<file path="src/rtl/midi_rx_decoder.sv">
// MIDI serial receiver (8N1) with a channel voice message parser that emits
// one-cycle note event strobes. Handles running status, real-time bytes and framing errors.
module midi_rx_decoder #(
    parameter int CLKS_PER_BIT = 1024
) (
    input  logic       clk32,
    input  logic       rst,
    input  logic       midi_in,
    output logic       note_pressed,
    output logic       note_released,
    output logic       note_keypress,
    output logic       note_channelpress,
    output logic [6:0] note_interface,
    output logic [6:0] velocity,
    output logic [3:0] channel,
    output logic       framing_error
);

    localparam int CNT_W = $clog2(CLKS_PER_BIT) + 1;
    localparam logic [CNT_W-1:0] HALF_M1 = CNT_W'(CLKS_PER_BIT / 2 - 1);
    localparam logic [CNT_W-1:0] FULL_M1 = CNT_W'(CLKS_PER_BIT - 1);

    typedef enum logic [2:0] {IDLE, START, DATA, STOP, WAIT_HIGH} rx_state_t;

    rx_state_t        state, state_next;
    logic [CNT_W-1:0] cnt, cnt_next;
    logic [2:0]       bit_cnt, bit_cnt_next;
    logic [7:0]       shift, shift_next;
    logic             rx_valid, rx_valid_next;
    logic             fe_next;
    logic             sync0, sync1, sync_prev;

    logic [7:0] running_status;
    logic [1:0] data_cnt;
    logic [6:0] data0;
    logic       one_byte_msg;

    // Synchronizer flops reset high so an idle line never looks like a start edge
    always_ff @(posedge clk32) begin
        if (rst) begin
            sync0     <= 1'b1;
            sync1     <= 1'b1;
            sync_prev <= 1'b1;
        end else begin
            sync0     <= midi_in;
            sync1     <= sync0;
            sync_prev <= sync1;
        end
    end

    always_ff @(posedge clk32) begin
        if (rst) begin
            state         <= IDLE;
            cnt           <= '0;
            bit_cnt       <= '0;
            shift         <= '0;
            rx_valid      <= 1'b0;
            framing_error <= 1'b0;
        end else begin
            state         <= state_next;
            cnt           <= cnt_next;
            bit_cnt       <= bit_cnt_next;
            shift         <= shift_next;
            rx_valid      <= rx_valid_next;
            framing_error <= fe_next;
        end
    end

    // The bit timer restarts at every sample, so each sample is one full bit after the last
    always_comb begin
        state_next    = state;
        cnt_next      = cnt + 1'b1;
        bit_cnt_next  = bit_cnt;
        shift_next    = shift;
        rx_valid_next = 1'b0;
        fe_next       = 1'b0;
        case (state)
            IDLE: begin
                cnt_next = '0;
                if (sync_prev && !sync1) begin
                    state_next   = START;
                    bit_cnt_next = '0;
                end
            end
            START: begin
                if (cnt == HALF_M1) begin
                    cnt_next   = '0;
                    state_next = sync1 ? IDLE : DATA;
                end
            end
            DATA: begin
                if (cnt == FULL_M1) begin
                    cnt_next     = '0;
                    shift_next   = {sync1, shift[7:1]};
                    bit_cnt_next = bit_cnt + 3'd1;
                    if (bit_cnt == 3'd7) state_next = STOP;
                end
            end
            STOP: begin
                if (cnt == FULL_M1) begin
                    cnt_next = '0;
                    if (sync1) begin
                        rx_valid_next = 1'b1;
                        state_next    = IDLE;
                    end else begin
                        fe_next    = 1'b1;
                        state_next = WAIT_HIGH;
                    end
                end
            end
            WAIT_HIGH: begin
                cnt_next = '0;
                if (sync1) state_next = IDLE;
            end
            default: state_next = IDLE;
        endcase
    end

    assign one_byte_msg = (running_status[7:4] == 4'hC) || (running_status[7:4] == 4'hD);

    // Message parser: the received byte stays in shift while rx_valid is high
    always_ff @(posedge clk32) begin
        if (rst) begin
            running_status    <= 8'h00;
            data_cnt          <= 2'd0;
            data0             <= 7'd0;
            note_pressed      <= 1'b0;
            note_released     <= 1'b0;
            note_keypress     <= 1'b0;
            note_channelpress <= 1'b0;
            note_interface    <= 7'd0;
            velocity          <= 7'd0;
            channel           <= 4'd0;
        end else begin
            note_pressed      <= 1'b0;
            note_released     <= 1'b0;
            note_keypress     <= 1'b0;
            note_channelpress <= 1'b0;
            if (framing_error) begin
                data_cnt <= 2'd0;
            end else if (rx_valid) begin
                if (shift[7]) begin
                    if (shift < 8'hF0) begin
                        running_status <= shift;
                        data_cnt       <= 2'd0;
                    end else if (shift < 8'hF8) begin
                        running_status <= 8'h00;
                        data_cnt       <= 2'd0;
                    end
                end else if (running_status != 8'h00) begin
                    if (!one_byte_msg && data_cnt == 2'd0) begin
                        data0    <= shift[6:0];
                        data_cnt <= 2'd1;
                    end else begin
                        data_cnt <= 2'd0;
                        case (running_status[7:4])
                            4'h8, 4'h9, 4'hA: begin
                                note_pressed   <= (running_status[7:4] == 4'h9) && (shift[6:0] != 7'd0);
                                note_released  <= (running_status[7:4] == 4'h8) ||
                                                  ((running_status[7:4] == 4'h9) && (shift[6:0] == 7'd0));
                                note_keypress  <= (running_status[7:4] == 4'hA);
                                note_interface <= data0;
                                velocity       <= shift[6:0];
                                channel        <= running_status[3:0];
                            end
                            4'hD: begin
                                note_channelpress <= 1'b1;
                                velocity          <= shift[6:0];
                                channel           <= running_status[3:0];
                            end
                            default: ;
                        endcase
                    end
                end
            end
        end
    end

endmodule

</file>
<file path="config.mk">
export PLATFORM = sky130hd
export DESIGN_NAME = midi_rx_decoder
export DESIGN_NICKNAME = d
export VERILOG_FILES = /design/src/rtl/midi_rx_decoder.sv
export SDC_FILE = /design/constraint.sdc
export NUM_CORES = 1
export LEC_CHECK = 0
export CAP_MARGIN = 25
export CORE_MARGIN = 10
export CORE_UTILIZATION = 29
export CTS_CLUSTER_SIZE = 28
export DETAILED_ROUTE_END_ITERATION = 6
export GPL_ROUTABILITY_DRIVEN = 0
export HOLD_SLACK_MARGIN = 0.08
export PLACE_DENSITY = 0.53
export SKIP_LAST_GASP = 1
export SLEW_MARGIN = 20
export SYNTH_ARGS = -nofsm -noshare
export SYNTH_HDL_FRONTEND = slang
export SYNTH_SLANG_ARGS = --single-unit
</file>
<file path="constraint.sdc">
create_clock -name clk32 -period 2.9 [get_ports clk32]
set_clock_uncertainty 0.1 [all_clocks]
set_input_delay 0.29 -clock clk32 [delete_from_list [all_inputs] [get_ports clk32]]
set_output_delay 0.29 -clock clk32 [all_outputs]
set_load 0.005 [all_outputs]
</file>
### Word-level counts from Yosys, hierarchy flattened

Index checks and enable logic that the tools add are counted.

* register bits: 69
* bits in latches: 0
* memory bits (writable): 0
* ROM bits: 0
* bits of input ports: 3
* output and inout bits: 23
* logic and storage cells: 107
* memories kept: 0

* add/subtract/negate cells: 2
* multipliers: 0
* divide/modulo/power cells: 0
* $lt $le $gt $ge: 2
* equal/unequal tests: 19
* shifts and indexed selects: 0
* mux-type cells: 25
* bitwise operators: 8
* reductions and logical operators: 32

Operators with widths (number)
* one-hot mux 11 bit (3 select lines): 1
* 2-to-1 mux 3 bit: 9
* 2-to-1 mux 11 bit: 2
* equality test 4 bit (second input constant): 5
* AND reduction 6 bit: 3
* < comparator 8 bit (second input constant): 2
* 2-to-1 mux 8 bit: 2
* one-hot mux 3 bit (5 select lines): 1
* != test 2 bit (second input constant): 6
* adder 11 x 1 -> 11 bit (second input constant): 1
* equality test 11 x 10 -> 1 bit (second input constant): 1
* equality test 11 x 9 -> 1 bit (second input constant): 1
* 2-to-1 mux 2 bit: 5
* NOT 1 bit: 8
* nonzero test 8 bit: 1
* zero test 7 bit: 1
* nonzero test 7 bit: 1
* OR reduction 7 bit: 1
* equality test 3 x 2 -> 1 bit (second input constant): 2
* equality test 3 bit (second input constant): 2
* one-hot mux 3 bit (2 select lines): 1
* AND reduction 3 bit: 2
* nonzero test 2 bit: 3
* OR reduction 2 bit: 3
* other kinds (15): 24

### Logic depth before layout (Yosys ltp)

Gate-level depths: netlist (run 1).

* depth in word-level cells: 7
* mapped depth: 6
* mapped depth without buffers: 6

### Least setup slack after synthesis (run 1)

No wires, ideal clock.

* path type: reg2reg
* from: reg cnt[0]
* to: reg shift[0]
* library setup time: 0.128 ns
* arrival time: 1.748 ns
* required time: 2.672 ns
* slack: 0.925 ns
* stages on the path, launching flop included: 7
* path buffers: 1
* cell sequence: dfxtp_1 ha_1 nand4_1 nor4_4 buf_2 mux2i_1 nor2_1

* cells in the longest elaborated chain, start to end: 2

RTL lines
* start, declared: line 26 `logic [CNT_W-1:0] cnt, cnt_next;`
* start signal, assigned: line 61 `cnt <= cnt_next;`
* equality test 11 x 10 -> 1 bit: line 92 `if (cnt == FULL_M1) begin`
* AND reduction 2 bit (no line)
* end signal, assigned: line 63 `shift <= shift_next;`
* end, declared: line 28 `logic [7:0] shift, shift_next;`

No other way between the ends.
A chain may end at the register's enable or synchronous reset.

### Worst setup path in the final report (run 1)

* from: reg shift[7]
* to: reg data0[5]

* cells in the longest elaborated chain, start to end: 2

RTL lines
* NOT 1 bit (no line)
* AND reduction 5 bit (no line)
* end signal, assigned: line 152 `data0 <= shift[6:0];`
* end, declared: line 35 `logic [6:0] data0;`

No other way between the ends.

==> results.cfg, run 1 <==
[timing]
fin_crit_sh_pct = 70.78
worstMarginPinSlew_ns = 0.7973
max_slew_margin_pct = 46.36
final_max_slew_viol_count = 0
tns_ns = 0
layout_min_cycle_time_ns = 2.053
setup_viol = 0
rsz0062_at_grt = false
hold_ws_ns = 0.2255
max_freq_mhz = 487.2
finalHoldViolCount = 0

[min_path]
whs_path_depth = 3
worstHoldPathType = in2reg

[setup_path]
cp_top_family = compound AO/OA/AOI/OAI gates
crit_fanout = 8
cp_slowest_cell = a2111oi_4
r2r_cells = 4
required_ns = 3.03
cp_slowest_stage_delay_ns = 0.69
crit_arrival_ns = 2.18
path_cells = or3b_4, a2111oi_4, mux2i_1, nor2_1
startpoint_type = flop
end_kind = flop
cp.depth = 4
worstSetupPathType = reg2reg
critPathBufInv = 0

[die]
core-area_um2 = 8806
fp.dieH_um = 115.5
dieArea_um2 = 13330
initial_core_util_pct = 30.01
ioPinCount = 26
rows = 34
die-width_um = 115.5

[yosys]
synth-seq-area-share_pct = 51.52
yosysUniqueCellTypes = 41
async_flop_share_pct = 0
synth-seq-cells = 68
syn_inst = 263
synth_area_um2 = 2643
synth_top_cell_area_share_pct = 51.52
synth_area_leaders = dfxtp_1 (52%), mux2i_1 (13%), nor2_1 (7.2%)
syn_nets = 269
avgSynthCellArea_um2 = 10.05
synth-edff-count = 0
synth-main-ff-cell = dfxtp_1
yosysWarnings = 0
yosysTopAreaCell = dfxtp_1

[drt]
ant_nets = 0
via_per_inst = 4.744
vias = 1912
drtIter0Drc = 58
drt-total-wl_um = 5353
avgRoutedWirePerCell_um = 13.28
drtPass1Iterations = 4
drc = 0

[final_layout]
fill_cells = 870
nets = 296
drive_gt1_share_pct = 9.492
syn2layout_area_growth_pct = 23.01
num_antenna_cells = 0

[clocking]
postCtsSetupBuffers = 0
root_buffer = clkbuf_8
clock_path_buffers = 2
cts-resized-gates = 0
cts_tree = done
clkSinkCount = 68
clkTransAtPathRegs_ns = 0.08
cts_max_level = 3
cts-hold-fix-buffers = 0
insertion_delay_ns = 0.35
cts_inserted_buffers = 9

[power]
irDropWorstVdd_mv = 0.2458
power.leakage_nw = 1.233
pwr_density_cell_nw_per_um2 = 593.1

[run]
max_cap_violations = 0

[global_routing]
antenna_found_initial = 0
grt_first_pass_wirelength_um = 9156
grt_pass1_vias = 1859
grt_overflow_total = 0
grtUsageTotal_pct = 8.696
grt_max_degree = 49

[placed_design]
numPortBuffers = 25
place_hpwl_um = 3614

[status]
status = finished, final reports clean
logic make-up (layout without fill, tap and decap cells):
kind of cell / Yosys count / in the layout / share of synthesized area [%]
xor gates and xnor gates: 10 / 10 / 3.314
buffers and inverters: 18 / 50 / 2.699
muxes: 35 / 35 / 13.26
DFF: 68 / 68 / 51.52
AOI/OAI and AO/OA: 26 / 26 / 8.192
adders and majority gates: 3 / 3 / 1.421
and+or+nand+nor: 103 / 103 / 19.60
final timing paths:
path | from | end | slack, ns
min | rst | running_status[7] | 0.23
min reg2reg | sync0 | sync1 | 0.31
max reg2reg | shift[7] | data0[5] | 0.85
max | shift[7] | data0[5] | 0.85
power by group:
part           switching [W]  internal [W]
sequential        0.00000546      0.000937
clock               0.000381      0.000576
combinational      0.0000188    0.00000927
total               0.000405       0.00152
routing by layer:
| layer | routed length [um] | GRT usage (%) |
|---|---|---|
| met1 | 2722 | 11.33 |
| met2 | 2216 | 11.48 |
| met3 | 243 | 3.152 |
| met4 | 170 | 6.334 |
| met5 | 0 | 0 |
flip-flops by register name, indices dropped and copies added, names as in the netlist:
signal / cells
cnt: 11
note_released: 1
state: 3
running_status: 8
sync0: 1
note_channelpress: 1
velocity: 7
note_pressed: 1
sync1: 1
note_interface: 7
framing_error: 1
sync_prev: 1
shift: 8
rx_valid: 1
data_cnt: 1
channel: 4
data0: 7
note_keypress: 1
bit_cnt: 3
layout by cell type, fill, tap and decap left out, types with 4 or more instances in the layout:
cell	instances
a22o_1	7
a31oi_1	4
clkbuf_8	9
clkdlybuf4s50_1	24
dfxtp_1	68
inv_1	6
mux2i_1	35
nand2_1	14
nand4_1	4
nor2_1	51
nor3_1	7
xnor2_1	6
xor2_1	4
Yosys cell counts (all sizes together), types with 4 or more instances:
master  number
nand4        4
nor3         7
inv          6
dfxtp       68
nand2       14
clkbuf       9
mux2i       35
a22o         7
a31oi        4
xor2         4
nor2        51
xnor2        6
nor4         5
worst register-to-register path, stage by stage (launching register included):
cell and delay [ns]:
dfxtp_1 0.38, or3b_4 0.45, a2111oi_4 0.69, mux2i_1 0.26
nor2_1 0.06
through the flow:
step	instance area, um2	setup WS [ns]	total power, W	utilization [%]	std cells
floorplan	2643	0.9247	0.0009835	-	263
finish	3251	0.8475	0.001928	36.91	403
detailed placement	3003	0.8077	0.0009928	34.10	387
global placement	2997	0.8260	0.0009928	34.03	387
CTS	3251	0.8039	0.001959	36.91	403
global route	3251	0.6658	0.002003	36.91	403
area by class of cell:
cell class	count	area, um2	area share (%)
repair buffers	28	267.8	8.237
multi-input cells	177	1216	37.41
clock inverters	7	123.9	3.811
flip-flops and latches	68	1361	41.88
inverters	6	22.52	0.6928
clock buffers	9	123.9	3.811
well taps	108	135.1	4.157
(Power assumes the default switching activity.)
==> inputs of run 2 (changes only) <==
--- a/config.mk
+++ b/config.mk
@@ -12,7 +12,7 @@
 export DETAILED_ROUTE_END_ITERATION = 6
 export GPL_ROUTABILITY_DRIVEN = 0
 export HOLD_SLACK_MARGIN = 0.08
-export PLACE_DENSITY = 0.53
+export PLACE_DENSITY = 0.55
 export SKIP_LAST_GASP = 1
 export SLEW_MARGIN = 20
 export SYNTH_ARGS = -nofsm -noshare
==> constraint.sdc (replaced) <==
create_clock -name clk32 -period 1.8 [get_ports clk32]
set_clock_uncertainty 0.1 [all_clocks]
set_input_delay 0.18 -clock clk32 [delete_from_list [all_inputs] [get_ports clk32]]
set_output_delay 0.18 -clock clk32 [all_outputs]
set_load 0.005 [all_outputs]
==> run 2 against run 1 <==
  * Clock power rose by 43%
  * Critical path type unchanged
  * Via count up 8.2%
  * Largest cell class unchanged
  * Sequential share of layout area shrank 3.4 points
  * First-iteration DRC count shrank 6.9%
==> results.cfg, run 2 (synthesis gave the netlist of run 1 again) <==
[timing]
final_max_slew_viol_count = 0
hold_ws_ns = 0.2092
setup_ws_ns = 0.07810
layout_min_cycle_time_ns = 1.722
max_freq_mhz = 580.8
max_slew_margin_pct = 48.94
fin_crit_sh_pct = 95.66
setup_viol = 0
finalHoldViolCount = 0
rsz0062_at_grt = true
worstMarginPinSlew_ns = 0.7624

[global_routing]
grt_overflow_total = 0
grtUsageTotal_pct = 9.390
grt_max_degree = 49
grt_pass1_vias = 2076
antenna_found_initial = 0
grt_first_pass_wirelength_um = 9977

[power]
intPower_w = 0.002308
power_frac_seq_pct = 51.4
pwr_density_cell_nw_per_um2 = 824.8
clock_power_share_pct = 46.6
p_sw_w = 0.0006321
irDropWorstVdd_mv = 0.4045
power.leakage_nw = 1.415
p_sw_share_pct = 21.50
p_comb_share_pct = 2.0

[clocking]
cts_inserted_buffers = 9
clkSinkCount = 68
insertion_delay_ns = 0.34
cts_max_level = 3
clock_path_buffers = 2
cts_tree = done
clkTransAtPathRegs_ns = 0.07
root_buffer = clkbuf_8

[die]
ioPinCount = 26
dieArea_um2 = 13330
die-width_um = 115.5
rows = 34
initial_core_util_pct = 30.01
fp.dieH_um = 115.5
core-area_um2 = 8806

[drt]
vias = 2068
avgRoutedWirePerCell_um = 13.44
drc = 0
ant_nets = 0
via_per_inst = 4.721
drtIter0Drc = 54
drt-total-wl_um = 5886
drtPass1Iterations = 4

[setup_path]
worstSetupPathType = reg2reg
startpoint_type = flop
required_ns = 1.91
r2r_setup_slack_ns = 0.08
crit_arrival_ns = 1.84
end_kind = flop
crit_fanout = 5

[run]
max_cap_violations = 0

[final_layout]
nets = 331
final_common_cell = dfxtp_1
syn2layout_area_growth_pct = 34.90
mostFrequentLayoutCells = dfxtp_1 (65), nor2_1 (51), buf_4 (34)
largest_register_ffs = 11
regMostFlops = cnt
num_antenna_cells = 0
drive_gt1_share_pct = 21.21
final_cells = 438
largestRegisters = cnt x11, running_status x8, shift x8

[placed_design]
dp_slack_ns = -0.06736
numPortBuffers = 25
numPlacedInstances = 417
place_hpwl_um = 4054

[min_path]
worstHoldPathType = in2reg

[status]
status = finished, final reports clean
-- run 2: timing repair --
| item | CTS | global route |
|---|---|---|
| cloned | 0 | 1 |
| pin swaps | 0 | 3 |
| setup buffers | 0 | 4 |
| endpoints found under the setup margin | 8 | 28 |
| resized for setup | 2 | 9 |
| hold buffers | 0 | 0 |
-- run 2: worst max-delay path: stages (launching register included) --
cell	delay (ns)
dfxtp_4	0.37
ha_4	0.13
nand4_1	0.14
buf_4	0.19
nor4_4	0.11
buf_4	0.18
buf_12	0.12
mux2i_2	0.20
nor2_1	0.06
-- run 2: power groups by stage --
stage | clock network [W] | logic [W] | registers (W)
after global placement | 0 | 0.0000578 | 0.00155
after global routing | 0.00147 | 0.0000651 | 0.00151
after detailed placement | 0 | 0.0000583 | 0.00155
final | 0.00137 | 0.0000583 | 0.00151
after CTS | 0.00140 | 0.0000589 | 0.00151
after floorplan | 0 | 0.0000337 | 0.00155
-- run 2: per-stage QoR --
stage / setup TNS, ns / total power (W) / cell area [um2] / util, %
detailed placement: -0.4001 / 0.001607 / 3243 / 36.83
finish: 0 / 0.002940 / 3565 / 40.48
global route: -0.2118 / 0.003048 / 3565 / 40.48
floorplan: 0 / 0.001585 / 2659 / -
CTS: 0 / 0.002975 / 3470 / 39.40
global placement: -0.7350 / 0.001606 / 3238 / 36.77
-- run 2: final cells by class --
class	count	area [um2]
flip-flops and latches	68	1370
inverters	6	22.52
multi-input cells	177	1259
clock inverters	6	88.84
clock buffers	10	127.6
well taps	108	135.1
fillers	863	5241
repair buffers	63	561.8
-- run 2: metal layers --
metal  up-vias  track usage [%]  share of wire (%)
li1       1048                -                  -
met1       978            11.59                 48
met2        31            14.15                 45
met3        11            3.204                4.7
met4         0            5.068                2.3
met5         -                0                  0
-- run 2: worst paths after layout --
check                           end  cells past startpoint  startpoint
setup / recovery           shift[6]                      8      cnt[1]
hold / removal    running_status[4]                      3         rst
setup reg to reg           shift[6]                      8      cnt[1]
hold reg to reg               sync1                      1       sync0
==> inputs of run 3 (changes only) <==
--- a/config.mk
+++ b/config.mk
@@ -6,12 +6,13 @@
 export NUM_CORES = 1
 export LEC_CHECK = 0
 export CAP_MARGIN = 25
+export CORE_ASPECT_RATIO = 1.75
 export CORE_MARGIN = 10
 export CORE_UTILIZATION = 29
-export CTS_CLUSTER_SIZE = 28
+export CTS_CLUSTER_SIZE = 30
 export DETAILED_ROUTE_END_ITERATION = 6
 export GPL_ROUTABILITY_DRIVEN = 0
-export HOLD_SLACK_MARGIN = 0.08
+export HOLD_SLACK_MARGIN = 0.15
 export PLACE_DENSITY = 0.55
 export SKIP_LAST_GASP = 1
 export SLEW_MARGIN = 20
==> run 3 against run 2 <==
  * Worst hold slack improved by 0.10 ns
  * Power up 13%
  * Sequential share of layout area shrank 1.1 points
  * Largest cell class unchanged
  * Sequential cell count did not move
  * Design area up 2.6%
  * Die area up 1.1%
==> results.cfg, run 3 (synthesis gave the netlist of run 1 again) <==
[setup_path]
cp_top_family = simple AND/OR/NAND/NOR gates
cp_slowest_stage_delay_ns = 0.35
startpoint_type = flop
path_cells = ha_2, nand4_1, buf_4, nor3_2, a31oi_1, a311oi_1
crit_arrival_ns = 1.85
required_ns = 1.92
cp_slowest_cell = dfxtp_2
worstSetupPathType = reg2reg
critPathBufInv = 1
crit_fanout = 4
end_kind = flop

[global_routing]
antenna_found_initial = 0
grt_first_pass_wirelength_um = 10910
grtUsageTotal_pct = 10.14
grt_pass1_vias = 2180
grt_max_degree = 17
grt_overflow_total = 0

[die]
initial_core_util_pct = 29.43
rows = 46
fp.dieH_um = 146.3
core-area_um2 = 8979
dieArea_um2 = 13480
die-width_um = 92.16
ioPinCount = 26

[power]
power.leakage_nw = 1.462
fin_total_pwr_w = 0.003314
pwr_density_cell_nw_per_um2 = 905.9
irDropWorstVdd_mv = 0.5000

[final_layout]
largestRegisters = cnt x11, running_status x8, shift x8
final_common_cell = dfxtp_1
regMostFlops = cnt
multi_input_area_um2 = 1232
fill_cells = 923
largest_register_ffs = 11
mostFrequentLayoutCells = dfxtp_1 (65), nor2_1 (51), buf_4 (36)
syn2layout_area_growth_pct = 38.45
finish.utilization_pct = 40.75
num_antenna_cells = 0
nets = 333
seq_area_um2 = 1365
drive_gt1_share_pct = 20.30

[timing]
tns_ns = 0
hold_ws_ns = 0.3114
setup_viol = 0
max_freq_mhz = 580.9
worstMarginPinSlew_ns = 0.5233
max_slew_margin_pct = 65.00
fin_crit_sh_pct = 95.64
final_max_slew_viol_count = 0
layout_min_cycle_time_ns = 1.721
finalHoldViolCount = 0

[clocking]
insertion_delay_ns = 0.33
clkSinkCount = 68
cts-hold-fix-buffers = 0
cts_tree = done
cts_max_level = 3
clock_path_buffers = 2
clkTransAtPathRegs_ns = 0.05
cts_inserted_buffers = 9
root_buffer = clkbuf_16

[drt]
drt-total-wl_um = 6464
avgRoutedWirePerCell_um = 14.36
drc = 0
drtIter0Drc = 59
drtPass1Iterations = 4
via_per_inst = 4.693
vias = 2112
ant_nets = 0

[min_path]
worstHoldPathType = in2reg

[status]
status = finished, final reports clean

[placed_design]
numPortBuffers = 25
place_hpwl_um = 4825

[run]
max_cap_violations = 0
## run 3: changes by cell type in the layout (fill, tap and decap cells not counted), moves of 2 or more
cell,change
dfxtp_4,-2
buf_4,+2
dfxtp_2,+2
mux2i_1,+3
mux2i_2,-3
clkinvlp_4,-2
clkbuf_8,-7
buf_2,-2
clkbuf_16,+9
## run 3: path summary, 6_finish.rpt
check        startpoint  slack, ns        to  cells past startpoint
max              cnt[0]       0.08  state[1]                      6
min reg2reg       sync0       0.31     sync1                      1
min             midi_in       0.31     sync0                      2
max reg2reg      cnt[0]       0.08  state[1]                      6
## run 3: cell type report
cell class | instances | area share, %
well taps | 120 | 4.104
repair buffers | 65 | 16.31
inverters | 6 | 0.6156
flip-flops and latches | 68 | 37.31
multi-input cells | 177 | 33.69
clock buffers | 12 | 7.011
clock inverters | 2 | 0.9576
## run 3: routing by layer
metal	routed length [um]	GRT usage, %
met1	2409	9.649
met2	3707	18.90
met3	192	2.515
met4	155	5.736
met5	0	0
## run 3: repair_timing
item                                    in CTS  in global routing
gates cloned                                 0                  1
pin swaps                                    0                  1
endpoints found under the setup margin       7                 30
setup buffers                                0                  3
gates resized for setup                      1                  4
## run 3: stage by stage
step | cell area (um2) | worst slack (ns) | instances
after floorplan | 2659 | 0.002730 | 263
after global placement | 3301 | 0.007087 | 432
after detailed placement | 3301 | -0.01029 | 432
after CTS | 3595 | 0.003220 | 446
after global routing | 3659 | -0.02304 | 450
final | 3659 | 0.07855 | 450
## run 3: report_power, final
group | switching, W | leakage [nW] | internal, W
logic | 0.0000386 | 0.768 | 0.0000273
clock network | 0.000602 | 0.145 | 0.00113
registers | 0.00000397 | 0.550 | 0.00151
total | 0.000644 | 1.46 | 0.00267
